### src/rtl/bullet_scheduler.sv
// bullet_scheduler: shared bullet-pool controller for the two-player tank game.
//
// Both players' shoot buttons arbitrate round-robin for NUM_SLOTS bullet slots.
// A serviced request either takes the lowest free slot (grant) or is refused
// (drop) when the player is at quota or the pool is full. Live slots advance
// BULLET_SPEED pixels per tick in their stored direction and retire on
// collision or when the next move would leave the screen.
//
// Ports:
//   clk_i, reset_i             clock, synchronous active-low reset
//   tick_i                     slow update clock (level, rising edge used)
//   player_{1,2}_shoot_i       shoot buttons (level, rising edge used)
//   player_{1,2}_{x,y}_i       spawn positions (10 bits)
//   player_{1,2}_dir_i         facing: 00 up, 01 down, 10 left, 11 right
//   collide_i[k]               slot k hit something this cycle
//   slot_valid_o/slot_owner_o  per-slot live flag / owner (0 = P1, 1 = P2)
//   slot_x_o/slot_y_o          packed positions, slot k at [10k+9:10k]
//   grant_o/drop_o             one-cycle pulses, bit 0 = P1, bit 1 = P2

// Per-slot state: position, direction, owner and the move/retire rules.
module bullet_slot #(
    parameter int BULLET_SPEED = 2,
    parameter int H_MAX        = 640,
    parameter int V_MAX        = 480
) (
    input  logic       clk_i,
    input  logic       reset_i,
    input  logic       i_move,
    input  logic       i_collide,
    input  logic       i_alloc,
    input  logic       i_owner,
    input  logic [9:0] i_x,
    input  logic [9:0] i_y,
    input  logic [1:0] i_dir,
    output logic       o_valid,
    output logic       o_owner,
    output logic [9:0] o_x,
    output logic [9:0] o_y
);
    localparam logic [10:0] L_SPD11 = 11'(BULLET_SPEED);
    localparam logic [9:0]  L_SPD10 = 10'(BULLET_SPEED);
    localparam logic [10:0] L_HLIM  = 11'(H_MAX - 1);
    localparam logic [10:0] L_VLIM  = 11'(V_MAX - 1);

    logic       r_valid;
    logic       r_owner;
    logic [9:0] r_x;
    logic [9:0] r_y;
    logic [1:0] r_dir;

    logic [10:0] w_x11, w_y11, w_inc_x, w_inc_y;
    logic [9:0]  w_dec_x, w_dec_y;
    logic [9:0]  w_nx, w_ny;
    logic        w_exit;

    // 11-bit sums so x+speed cannot wrap before the edge compare.
    assign w_x11   = {1'b0, r_x};
    assign w_y11   = {1'b0, r_y};
    assign w_inc_x = w_x11 + L_SPD11;
    assign w_inc_y = w_y11 + L_SPD11;
    // Decrements are only used once the underflow compare has ruled out wrap.
    assign w_dec_x = r_x - L_SPD10;
    assign w_dec_y = r_y - L_SPD10;

    always_comb begin
        w_exit = 1'b0;
        w_nx   = r_x;
        w_ny   = r_y;
        case (r_dir)
            2'b00: if (w_y11 < L_SPD11) w_exit = 1'b1; else w_ny = w_dec_y;
            2'b01: if (w_inc_y > L_VLIM) w_exit = 1'b1; else w_ny = w_inc_y[9:0];
            2'b10: if (w_x11 < L_SPD11) w_exit = 1'b1; else w_nx = w_dec_x;
            default: if (w_inc_x > L_HLIM) w_exit = 1'b1; else w_nx = w_inc_x[9:0];
        endcase
    end

    // Allocation only targets free slots, so it never competes with the
    // collide/move path; collision beats movement; freed slots keep x/y.
    always_ff @(posedge clk_i) begin
        if (!reset_i) begin
            r_valid <= 1'b0;
            r_owner <= 1'b0;
            r_x     <= '0;
            r_y     <= '0;
            r_dir   <= '0;
        end else if (i_alloc) begin
            r_valid <= 1'b1;
            r_owner <= i_owner;
            r_x     <= i_x;
            r_y     <= i_y;
            r_dir   <= i_dir;
        end else if (r_valid) begin
            if (i_collide) begin
                r_valid <= 1'b0;
            end else if (i_move) begin
                if (w_exit) begin
                    r_valid <= 1'b0;
                end else begin
                    r_x <= w_nx;
                    r_y <= w_ny;
                end
            end
        end
    end

    assign o_valid = r_valid;
    assign o_owner = r_owner;
    assign o_x     = r_x;
    assign o_y     = r_y;
endmodule

module bullet_scheduler #(
    parameter int NUM_SLOTS    = 4,
    parameter int PLAYER_QUOTA = 2,
    parameter int BULLET_SPEED = 2,
    parameter int H_MAX        = 640,
    parameter int V_MAX        = 480
) (
    input  logic                    clk_i,
    input  logic                    reset_i,
    input  logic                    tick_i,
    input  logic                    player_1_shoot_i,
    input  logic                    player_2_shoot_i,
    input  logic [9:0]              player_1_x_i,
    input  logic [9:0]              player_1_y_i,
    input  logic [9:0]              player_2_x_i,
    input  logic [9:0]              player_2_y_i,
    input  logic [1:0]              player_1_dir_i,
    input  logic [1:0]              player_2_dir_i,
    input  logic [NUM_SLOTS-1:0]    collide_i,
    output logic [NUM_SLOTS-1:0]    slot_valid_o,
    output logic [NUM_SLOTS-1:0]    slot_owner_o,
    output logic [NUM_SLOTS*10-1:0] slot_x_o,
    output logic [NUM_SLOTS*10-1:0] slot_y_o,
    output logic [1:0]              grant_o,
    output logic [1:0]              drop_o
);
    localparam logic [3:0] L_QUOTA = 4'(PLAYER_QUOTA);

    logic [1:0] r_shoot_prev;
    logic       r_tick_prev;
    logic       r_tick_pulse;
    logic [1:0] r_pend;
    logic       r_rr;
    logic [1:0] r_grant;
    logic [1:0] r_drop;

    logic [1:0]                     w_shoot, w_rise, w_clr;
    logic                           w_svc, w_sel, w_ok, w_free_any;
    logic [3:0]                     w_cnt;
    logic [NUM_SLOTS-1:0]           w_free_oh, w_alloc;
    logic [NUM_SLOTS-1:0]           w_valid, w_owner;
    logic [NUM_SLOTS-1:0][9:0]      w_x, w_y;
    logic [9:0]                     w_sx, w_sy;
    logic [1:0]                     w_sdir;

    assign w_shoot = {player_2_shoot_i, player_1_shoot_i};
    assign w_rise  = w_shoot & ~r_shoot_prev;

    // Round-robin only matters when both are pending; otherwise serve the one.
    assign w_svc = |r_pend;
    assign w_sel = (r_pend == 2'b11) ? r_rr : r_pend[1];
    assign w_clr = w_svc ? (w_sel ? 2'b10 : 2'b01) : 2'b00;

    // Quota and free-slot search see registered state only, so slots freed
    // this cycle still count and are not reused until next cycle.
    always_comb begin
        w_cnt = '0;
        for (int k = 0; k < NUM_SLOTS; k++)
            if (w_valid[k] && (w_owner[k] == w_sel)) w_cnt = w_cnt + 4'd1;
    end

    always_comb begin
        w_free_oh  = '0;
        w_free_any = 1'b0;
        for (int k = 0; k < NUM_SLOTS; k++) begin
            if (!w_valid[k] && !w_free_any) begin
                w_free_oh[k] = 1'b1;
                w_free_any   = 1'b1;
            end
        end
    end

    assign w_ok    = w_svc && w_free_any && (w_cnt < L_QUOTA);
    assign w_alloc = w_ok ? w_free_oh : '0;

    assign w_sx   = w_sel ? player_2_x_i   : player_1_x_i;
    assign w_sy   = w_sel ? player_2_y_i   : player_1_y_i;
    assign w_sdir = w_sel ? player_2_dir_i : player_1_dir_i;

    // Previous samples reset high so inputs held through reset do not fire.
    always_ff @(posedge clk_i) begin
        if (!reset_i) begin
            r_shoot_prev <= 2'b11;
            r_tick_prev  <= 1'b1;
            r_tick_pulse <= 1'b0;
            r_pend       <= '0;
            r_rr         <= 1'b0;
            r_grant      <= '0;
            r_drop       <= '0;
        end else begin
            r_shoot_prev <= w_shoot;
            r_tick_prev  <= tick_i;
            r_tick_pulse <= tick_i & ~r_tick_prev;
            r_pend       <= (r_pend & ~w_clr) | w_rise;
            if (w_svc) r_rr <= ~w_sel;
            r_grant      <= (w_svc &&  w_ok) ? w_clr : 2'b00;
            r_drop       <= (w_svc && !w_ok) ? w_clr : 2'b00;
        end
    end

    for (genvar k = 0; k < NUM_SLOTS; k++) begin : g_slot
        bullet_slot #(
            .BULLET_SPEED (BULLET_SPEED),
            .H_MAX        (H_MAX),
            .V_MAX        (V_MAX)
        ) u_slot (
            .clk_i     (clk_i),
            .reset_i   (reset_i),
            .i_move    (r_tick_pulse),
            .i_collide (collide_i[k]),
            .i_alloc   (w_alloc[k]),
            .i_owner   (w_sel),
            .i_x       (w_sx),
            .i_y       (w_sy),
            .i_dir     (w_sdir),
            .o_valid   (w_valid[k]),
            .o_owner   (w_owner[k]),
            .o_x       (w_x[k]),
            .o_y       (w_y[k])
        );
    end

    assign slot_valid_o = w_valid;
    assign slot_owner_o = w_owner;
    assign slot_x_o     = w_x;
    assign slot_y_o     = w_y;
    assign grant_o      = r_grant;
    assign drop_o       = r_drop;
endmodule

### config.mk
export PLATFORM = sky130hd
export DESIGN_NAME = bullet_scheduler
export DESIGN_NICKNAME = d
export VERILOG_FILES = /design/src/rtl/bullet_scheduler.sv
export SDC_FILE = /design/constraint.sdc
export NUM_CORES = 1
export LEC_CHECK = 0
export BUFFER_PORTS_ARGS = -buffer_cell sky130_fd_sc_hd__buf_4
export CORE_MARGIN = 4
export CORE_UTILIZATION = 25
export CTS_CLUSTER_SIZE = 12
export DETAILED_ROUTE_END_ITERATION = 7
export PLACE_DENSITY = 0.49
export REMOVE_ABC_BUFFERS = 1
export SYNTH_ARGS = -nofsm -noshare
export SYNTH_HDL_FRONTEND = slang
export SYNTH_SLANG_ARGS = --single-unit
### constraint.sdc
create_clock -name clk_i -period 6.2 [get_ports clk_i]
set_clock_uncertainty 0.2 [all_clocks]
set_input_delay 0 -clock clk_i [delete_from_list [all_inputs] [get_ports clk_i]]
set_output_delay 0 -clock clk_i [all_outputs]
set_load 0.01 [all_outputs]
==> results of run 1 <==
[kinds of logic (layout without fill, tap and decap cells)]
group | Yosys count | after routing | share of synthesized area
and+or+nand+nor | 502 | 502 | 0.293
adders and majority gates | 29 | 29 | 0.0431
buffers and inverters | 146 | 234 | 0.0794
muxes | 11 | 11 | 0.0132
DFF | 107 | 107 | 0.254
AOI/OAI and AO/OA | 302 | 302 | 0.249
xor gates and xnor gates | 66 | 66 | 0.0687
[synth_stat cells, types with 14 or more instances]
library cell | instances | area (sq um)
ha_1 | 29 | 363
nand3_1 | 54 | 270
nand4_1 | 23 | 144
inv_1 | 50 | 188
nor2_1 | 104 | 390
nor3_1 | 27 | 135
clkbuf_1 | 61 | 229
o22ai_1 | 22 | 138
a21oi_1 | 55 | 275
a211oi_1 | 26 | 195
or3_1 | 15 | 93.8
nand2_1 | 160 | 601
a31oi_1 | 21 | 131
o21ai_0 | 51 | 255
and3_1 | 14 | 87.6
a31o_2 | 17 | 149
xor2_1 | 22 | 193
nor4_1 | 19 | 119
nor2b_1 | 19 | 119
dfxtp_1 | 107 | 2140
xnor2_1 | 44 | 385
[per-layer routing]
metal / routed length (microns) / vias to the layer above / GRT usage
li1: - / 4358 / -
met4: 529 / 0 / 0.0425
met1: 14400 / 4183 / 0.228
met2: 14500 / 247 / 0.273
met3: 1890 / 24 / 0.0294
met5: 0 / - / 0
[report_power, final]
group	leakage, nW	switching (mW)	total [mW]	internal, mW
clock network	0.127	0.278	0.561	0.283
registers	0.865	0.0261	0.724	0.698
logic	2.88	0.114	0.198	0.0848
total	3.87	0.417	1.48	1.07
[per-stage QoR]
stage               std cells  worst slack (ns)  instance area (sq um)  total power, mW
finish                   1693              1.26                  10100             1.48
global route             1693             0.790                  10100             1.55
CTS                      1693              1.26                  10100             1.50
detailed placement       1660              1.30                   9630            0.929
global placement         1660              1.44                   9630            0.929
floorplan                1067              1.91                   7940            0.826
[path summary, 6_finish.rpt]
kind	end	depth (start not counted)	from
setup / recovery	g_slot[0].u_slot.o_x[9]	13	r_pend[0]
hold / removal	g_slot[2].u_slot.o_x[5]	5	player_1_x_i[5]
setup reg to reg	g_slot[0].u_slot.o_x[9]	13	r_pend[0]
hold reg to reg	r_tick_pulse	1	r_tick_prev
[registers in the layout (all words and copies together), names as in the netlist]
signal and count:
drop_o 2, g_slot.u_slot.o_owner 4, g_slot.u_slot.o_valid 4, g_slot.u_slot.o_x 40, g_slot.u_slot.o_y 40, g_slot.u_slot.r_dir 8, grant_o 2, r_pend 2
r_rr 1, r_shoot_prev 2, r_tick_prev 1, r_tick_pulse 1
[final cells by class]
type	instances	area (sq um)	share of cell area
inverter	50	188	0.0186
timing repair buffer	169	1310	0.130
tap	442	553	0.0548
sequential	107	2140	0.212
multi-input combinational	910	5610	0.556
clock buffer	10	239	0.0237
clock inverter	5	40.0	0.00397
[critical path, delay by kind of cell (launching register included)]
kind,cells,cell delay (ns)
buffers and inverters,2,0.15
xor gates and xnor gates,2,0.37
adders and majority gates,2,0.53
AOI/OAI and AO/OA,2,0.91
and+or+nand+nor,5,2.34
DFF,1,0.34
[repair_timing]
action,4_1_cts,5_1_grt
hold buffers,18,0
hold endpoints to repair,39,0
setup endpoints to repair,0,0
==> impl_metrics.py, run 1 <==
metrics = {
    "sta": {
        "fin_setup_tns_ns": 0,
        "slew_headroom": 0.275,
        "hold_slack_ns": -0.00430,
        "fin_crit_sh": 0.797,
        "setup_violations": 0,
        "max_freq_ghz": 0.202,
        "min_period_ns": 4.94,
        "worst_slew_pin_slew_ns": 1.06,
        "slew_violations": 0,
        "rsz0062_at_grt": "false",
        "hold_violations": 2,
    },
    "floorplan": {
        "initial_core_util": 0.256,
        "core_sq_um": 32900,
        "die_h_microns": 192,
        "io_pins": 145,
        "die_w_microns": 192,
        "std_cell_rows": 66,
        "dieArea_sq_um": 36700,
    },
    "placement": {
        "io_buffers": 144,
        "place_hpwl_microns": 23300,
        "gp_congestion": 0.887,
    },
    "synth": {
        "async_flop_share": 0,
        "yosysWarnings": 0,
        "synthCells": 1163,
        "ys_seq_area_frac": 0.254,
        "syn_avg_cell_area_sq_um": 7.24,
        "synthesis.area_sq_um": 8420,
        "yosysUniqueCellTypes": 75,
        "synth_seq_cells": 107,
        "synth_flop_cell": "dfxtp_1",
        "synth-edff-count": 0,
    },
    "routing": {
        "drcViolationCount": 0,
        "finalWirelength_microns": 31300,
        "ant_nets": 0,
        "vias": 8812,
        "vias_per_cell": 5.20,
        "drtIter0Drc": 752,
        "wl_per_cell_microns": 18.5,
        "dr.pass1.iters": 5,
    },
    "worst_setup_path": {
        "cp-end-kind": "flop",
        "crit_arrival_ns": 5.02,
        "rrSetupSlack_ns": 1.26,
        "worstPathMaxFanout": 29,
        "path_class": "flop to flop",
        "crit_chain": "nor2b_1, nor2_2, xnor2_1, nand2_1, inv_1, ha_1, xor2_1, ha_1, inv_1, o2111ai_1, or2_1, nand2_1, o21ai_0",
        "required_ns": 6.28,
        "slowest_delay_ns": 0.82,
        "startpoint_type": "flop",
        "cp_slowest_cell": "nor2_2",
    },
    "cts": {
        "clkLatencyLatePin_ns": 0.36,
        "clockBufferDepth": 2,
        "cts_sinks": 107,
        "cts_setup_buffers": 0,
        "ctsHtreeMaxLevel": 3,
        "clk_pin_slew_worst_paths_ns": 0.07,
        "cts_inserted_buffers": 9,
        "cts_tree": "yes",
        "ctsRootBufferMaster": "clkbuf_16",
        "cts_resized": 0,
    },
    "global_route": {
        "grt_overflow": 0,
        "grt_pass1_vias": 8353,
        "grt_util_all_layers": 0.167,
        "grt_max_degree": 47,
        "grt_first_pass_wirelength_microns": 48500,
        "antenna_found_initial": 0,
    },
    "power_and_ir_drop": {
        "peakVddDrop_mv": 0.114,
        "power_leakage_nw": 3.87,
        "power_density_nw_per_um2": 147,
    },
    "outcome": {
        "outcome": "finished, violations left",
        "violations": "negative hold slack",
    },
    "final_layout": {
        "post-route-util": 0.307,
        "num_antenna_cells": 0,
        "drive_gt1_frac": 0.163,
        "areaGrowthSynthToFinish_pct": 19.8,
        "num-fill-cells": 3636,
        "nets": 1329,
        "layout_commonest_cell": "nand2_1",
        "final_cell_mix": "160 x nand2_1, 151 x buf_4, 107 x dfxtp_1, 103 x nor2_1, 55 x a21oi_1",
    },
    "job": {
        "maxCapViolCount": 0,
    },
    "min_path": {
        "hold_path.class": "input pin to flop",
    },
}
No activity file was read; power rests on OpenSTA's default activity.
==> run 2: changes to the inputs <==
PLACE_DENSITY = 0.5   (was 0.49)
clock period = 4.3 ns   (was 6.2 ns; I/O delays follow)
==> impl_metrics.py, run 2 (synthesized netlist as in run 1, its figures left out) <==
metrics = {
    "outcome": {
        "outcome": "finished, violations left",
        "violations": "negative hold slack",
    },
    "power_and_ir_drop": {
        "power_density_nw_per_um2": 219,
        "peakVddDrop_mv": 0.194,
        "power_mw": 2.24,
        "power_leakage_nw": 3.95,
    },
    "final_layout": {
        "num-fill-cells": 3646,
        "fin_area_sq_um": 10200,
        "post-route-util": 0.311,
        "multi_input_area_sq_um": 5610,
        "final_cell_mix": "161 x buf_4, 160 x nand2_1, 107 x dfxtp_1, 103 x nor2_1, 55 x a21oi_1",
        "layout_commonest_cell": "buf_4",
        "nets": 1340,
        "areaGrowthSynthToFinish_pct": 21.3,
        "finalNonFillerCells": 1705,
        "drive_gt1_frac": 0.169,
        "num_antenna_cells": 0,
        "layout.area.seq_sq_um": 2140,
    },
    "cts": {
        "clkLatencyLatePin_ns": 0.36,
        "clk_pin_slew_worst_paths_ns": 0.07,
        "ctsHtreeMaxLevel": 3,
        "cts_sinks": 107,
        "cts_tree": "yes",
        "cts_inserted_buffers": 9,
        "clockBufferDepth": 2,
        "ctsRootBufferMaster": "clkbuf_16",
    },
    "routing": {
        "dr.pass1.iters": 5,
        "ant_nets": 0,
        "drcViolationCount": 0,
        "drtIter0Drc": 531,
        "wl_per_cell_microns": 18.0,
        "vias": 8759,
        "vias_per_cell": 5.14,
        "finalWirelength_microns": 30700,
    },
    "floorplan": {
        "initial_core_util": 0.256,
        "die_w_microns": 192,
        "std_cell_rows": 66,
        "core_sq_um": 32900,
        "dieArea_sq_um": 36700,
        "io_pins": 145,
        "die_h_microns": 192,
    },
    "sta": {
        "slew_violations": 0,
        "fin_ws_ns": 0.375,
        "max_freq_ghz": 0.255,
        "hold_slack_ns": -0.00709,
        "min_period_ns": 3.93,
        "hold_violations": 1,
        "rsz0062_at_grt": "false",
        "setup_violations": 0,
        "worst_slew_pin_slew_ns": 0.871,
        "fin_setup_tns_ns": 0,
        "slew_headroom": 0.403,
        "fin_crit_sh": 0.913,
    },
    "worst_setup_path": {
        "cp_slowest_cell": "or3b_2",
        "slowest_delay_ns": 0.75,
        "path_class": "flop to flop",
        "startpoint_type": "flop",
        "required_ns": 4.33,
        "cp-end-kind": "flop",
        "crit_arrival_ns": 3.95,
        "crit_chain": "nor2b_1, nor2_2, xnor2_1, and2_1, ha_1, xor2_1, ha_1, nand4_1, xnor2_1, o2111ai_1, or3b_2, nand2_1, o22ai_1",
        "worstPathMaxFanout": 31,
    },
    "placement": {
        "gp_congestion": 0.896,
        "pre_cts_slack_ns": 0.389,
        "placedCellCount": 1670,
        "place_area_sq_um": 9700,
        "io_buffers": 144,
        "place_hpwl_microns": 22800,
    },
    "global_route": {
        "grt_overflow": 0,
        "antenna_found_initial": 0,
        "grt_max_degree": 47,
        "grt_pass1_vias": 8049,
        "grt_util_all_layers": 0.162,
        "grt_first_pass_wirelength_microns": 47200,
    },
    "job": {
        "maxCapViolCount": 0,
    },
    "min_path": {
        "hold_path.class": "input pin to flop",
    },
}
## run 2: cell type report
| class | instances | area share |
|---|---|---|
| timing repair buffer | 180 | 0.137 |
| tap | 442 | 0.0542 |
| clock inverter | 5 | 0.00809 |
| sequential | 107 | 0.210 |
| clock buffer | 11 | 0.0228 |
| inverter | 50 | 0.0184 |
| multi-input combinational | 910 | 0.550 |
## run 2: power breakdown
part / switching, mW / internal, mW / total (mW)
clock network: 0.393 / 0.515 / 0.908
registers: 0.0352 / 1.01 / 1.04
logic: 0.164 / 0.126 / 0.290
## run 2: per-layer routing
metal,up-vias,GRT usage,routed length [microns]
met4,0,0.0351,466
met3,27,0.0376,1770
li1,4377,-,-
met5,-,0,0
met2,217,0.264,14400
met1,4138,0.218,14100
## run 2: what timing repair did
action,CTS,global route
setup buffers,0,0
hold endpoints to repair,39,0
hold buffers,19,0
endpoints found under the setup margin,0,0
resized for setup,0,0
## run 2: worst max-delay path, delay by kind of cell (launching register included)
kind / cells / cell delay [ns]
adder cells (fa/ha/maj): 2 / 0.48
AND/OR/NAND/NOR: 6 / 1.90
AO/OA/AOI/OAI: 2 / 0.28
XOR/XNOR: 3 / 0.54
flip-flops: 1 / 0.38
## run 2: path summary, 6_finish.rpt
path                   startpoint                       to  cells after the start  slack (ns)
setup reg to reg        r_pend[0]  g_slot[1].u_slot.o_x[3]                     13        0.37
hold reg to reg       r_tick_prev             r_tick_pulse                      1        0.20
hold / removal    player_2_x_i[4]  g_slot[3].u_slot.o_x[4]                      5      -0.007
setup / recovery        r_pend[0]  g_slot[1].u_slot.o_x[3]                     13        0.37
==> run 3: changes to the inputs <==
ABC_AREA = 1   (was default)
CORE_MARGIN = 2   (was 4)
==> impl_metrics.py, run 3 <==
metrics = {
    "synth": {
        "synth_most_common_cell": "nand2_1",
        "ys_seq_area_frac": 0.223,
        "synth_common_cells": "466 x nand2_1, 197 x nand3_1, 164 x inv_1",
        "synth_flop_cell": "dfxtp_1",
        "synth-edff-count": 0,
        "netlist.top_cell.by_area": "dfxtp_1",
        "syn_avg_cell_area_sq_um": 5.80,
        "synthesis.area_sq_um": 9600,
        "async_flop_share": 0,
        "synthCells": 1654,
        "synth_seq_cells": 107,
        "synth_area_leaders": "dfxtp_1 22%, nand2_1 18%, nand3_1 10%, inv_1 6.4%, nor2_1 6.1%",
        "yosysUniqueCellTypes": 43,
        "synth_top_area_frac": 0.223,
        "yosysWarnings": 0,
    },
    "final_layout": {
        "num_antenna_cells": 0,
        "areaGrowthSynthToFinish_pct": 19.4,
        "nets": 1838,
        "multi_input_area_sq_um": 6310,
        "drive_gt1_frac": 0.123,
        "num-fill-cells": 4274,
        "layout.area.seq_sq_um": 2140,
        "layout_commonest_cell": "nand2_1",
        "final_cell_mix": "466 x nand2_1, 197 x nand3_1, 162 x inv_1, 156 x nor2_1, 155 x buf_4",
    },
    "job": {
        "maxCapViolCount": 0,
    },
    "cts": {
        "cts_sinks": 107,
        "ctsRootBufferMaster": "clkbuf_16",
        "cts_inserted_buffers": 9,
        "clockBufferDepth": 2,
        "clkLatencyLatePin_ns": 0.36,
        "clk_pin_slew_worst_paths_ns": 0.07,
        "cts_setup_buffers": 0,
        "cts_tree": "yes",
        "ctsHtreeMaxLevel": 3,
    },
    "floorplan": {
        "initial_core_util": 0.254,
        "core_sq_um": 37800,
        "io_pins": 145,
        "die_w_microns": 200,
        "die_h_microns": 200,
        "dieArea_sq_um": 40000,
        "std_cell_rows": 71,
    },
    "outcome": {
        "outcome": "completed",
    },
    "global_route": {
        "grt.busiest_layer": "met2",
        "antenna_found_initial": 0,
        "grt_pass1_vias": 9801,
        "grt_use_met1": 0.237,
        "grt_util_all_layers": 0.173,
        "use_met3": 0.0202,
        "grt_overflow": 0,
        "grt_first_pass_wirelength_microns": 53700,
        "gr-usage-met2": 0.281,
        "grt_max_degree": 59,
    },
    "worst_setup_path": {
        "startpoint_type": "flop",
        "path_class": "flop to flop",
        "crit_arrival_ns": 4.01,
        "rrSetupSlack_ns": 0.34,
        "cp-end-kind": "flop",
        "required_ns": 4.35,
        "r2r-start": "r_rr",
        "worstPathMaxFanout": 58,
        "startpoint": "r_rr",
    },
    "sta": {
        "fin_setup_tns_ns": 0,
        "max_freq_ghz": 0.252,
        "fin_crit_sh": 0.922,
        "worst_slew_pin_slew_ns": 1.16,
        "rsz0062_at_grt": "false",
        "min_period_ns": 3.96,
        "setup_violations": 0,
        "hold_slack_ns": 0.0659,
        "hold_violations": 0,
        "slew_violations": 0,
        "slew_headroom": 0.205,
    },
    "placement": {
        "place_hpwl_microns": 26600,
        "io_buffers": 144,
        "gp_congestion": 0.877,
    },
    "routing": {
        "drtIter0Drc": 822,
        "wl_per_cell_microns": 15.2,
        "ant_nets": 0,
        "vias": 10800,
        "vias_per_cell": 4.76,
        "drcViolationCount": 0,
        "finalWirelength_microns": 34600,
        "dr.pass1.iters": 5,
    },
    "min_path": {
        "holdCritStartpoint": "player_2_x_i[9]",
        "hold_path.class": "input pin to flop",
    },
    "power_and_ir_drop": {
        "power_leakage_nw": 5.26,
        "peakVddDrop_mv": 0.210,
        "power_density_nw_per_um2": 203,
        "power_mw": 2.33,
    },
}
run 3: changes by cell type after synthesis, sizes merged, moves of 17 or more:
| cell | delta |
|---|---|
| buf | +27 |
| nand2 | +318 |
| a211oi | -25 |
| o22ai | -20 |
| nor4 | -17 |
| nand3 | +148 |
| nor2b | -19 |
| clkbuf | -40 |
| nor2 | +59 |
| inv | +126 |
| xnor2 | -32 |
| a21oi | +57 |
| o21ai | +79 |
| a31o | -17 |
run 3: where the power goes:
group          total (mW)  internal, mW  switching (mW)  leakage (nW)
clock network       0.914         0.510           0.404         0.156
logic               0.375         0.145           0.229          4.24
registers            1.04          1.01          0.0304         0.865
run 3: path summary, 6_finish.rpt:
path,end,cells past startpoint
min reg2reg,r_tick_pulse,1
min,g_slot[0].u_slot.o_x[9],6
max,g_slot[0].u_slot.o_x[0],19
max reg2reg,g_slot[0].u_slot.o_x[0],19
run 3: cell type report:
| cell class | count | share of cell area |
|---|---|---|
| clock buffer | 9 | 0.0197 |
| timing repair buffer | 174 | 0.119 |
| inverter | 180 | 0.0594 |
| sequential | 107 | 0.187 |
| multi-input combinational | 1284 | 0.551 |
| clock inverter | 7 | 0.00797 |
| tap | 511 | 0.0558 |
run 3: layer usage:
layer | up-vias | part of all wire
met3 | 28 | 0.047
met4 | 0 | 0.022
met1 | 4964 | 0.47
li1 | 5579 | -
met5 | - | 0
met2 | 253 | 0.46
run 3: cell families (layout without fill, tap and decap cells):
family                   after synthesis  in the layout  share of synthesized area
AO/OA/AOI/OAI                        277            277                      0.150
XOR/XNOR                              46             46                     0.0420
adder cells (fa/ha/maj)               29             29                     0.0378
buffers and inverters                263            370                      0.120
flip-flops                           107            107                      0.223
multiplexers                           7              7                    0.00730
AND/OR/NAND/NOR                      925            925                      0.420
run 3: repair_timing:
item / 4_1_cts / 5_1_grt
hold buffers: 17 / 0
resized for setup: 0 / 5
endpoints found under the hold margin: 41 / 0
setup endpoints to repair: 0 / 2
run 3: per-stage QoR:
step	area, sq um	cells	utilization	setup WS [ns]
2_1_floorplan	9120	1571	-	0.0369
3_3_place_gp	11000	2239	0.290	0.582
3_5_place_dp	11000	2239	0.290	0.448
4_1_cts	11400	2272	0.303	0.0516
5_1_grt	11500	2272	0.303	0.0743
6_report	11500	2272	0.303	0.337
run 3: critical path, cell delays in order, from the launching register on:
cell	delay, ns
dfxtp_1	0.33
inv_2	0.05
nand2_2	0.07
nand2_2	0.12
clkinvlp_4	0.19
nor2_1	0.06
nor3_1	0.27
ha_1	0.31
xor2_1	0.17
inv_1	0.06
ha_1	0.13
nand4_1	0.13
nor2_2	0.24
nor2_8	0.09
nand3_2	0.08
buf_8	0.29
clkinv_2	0.21
o21ai_0	0.20
a31oi_1	0.06
dlygate4sd3_1	0.57
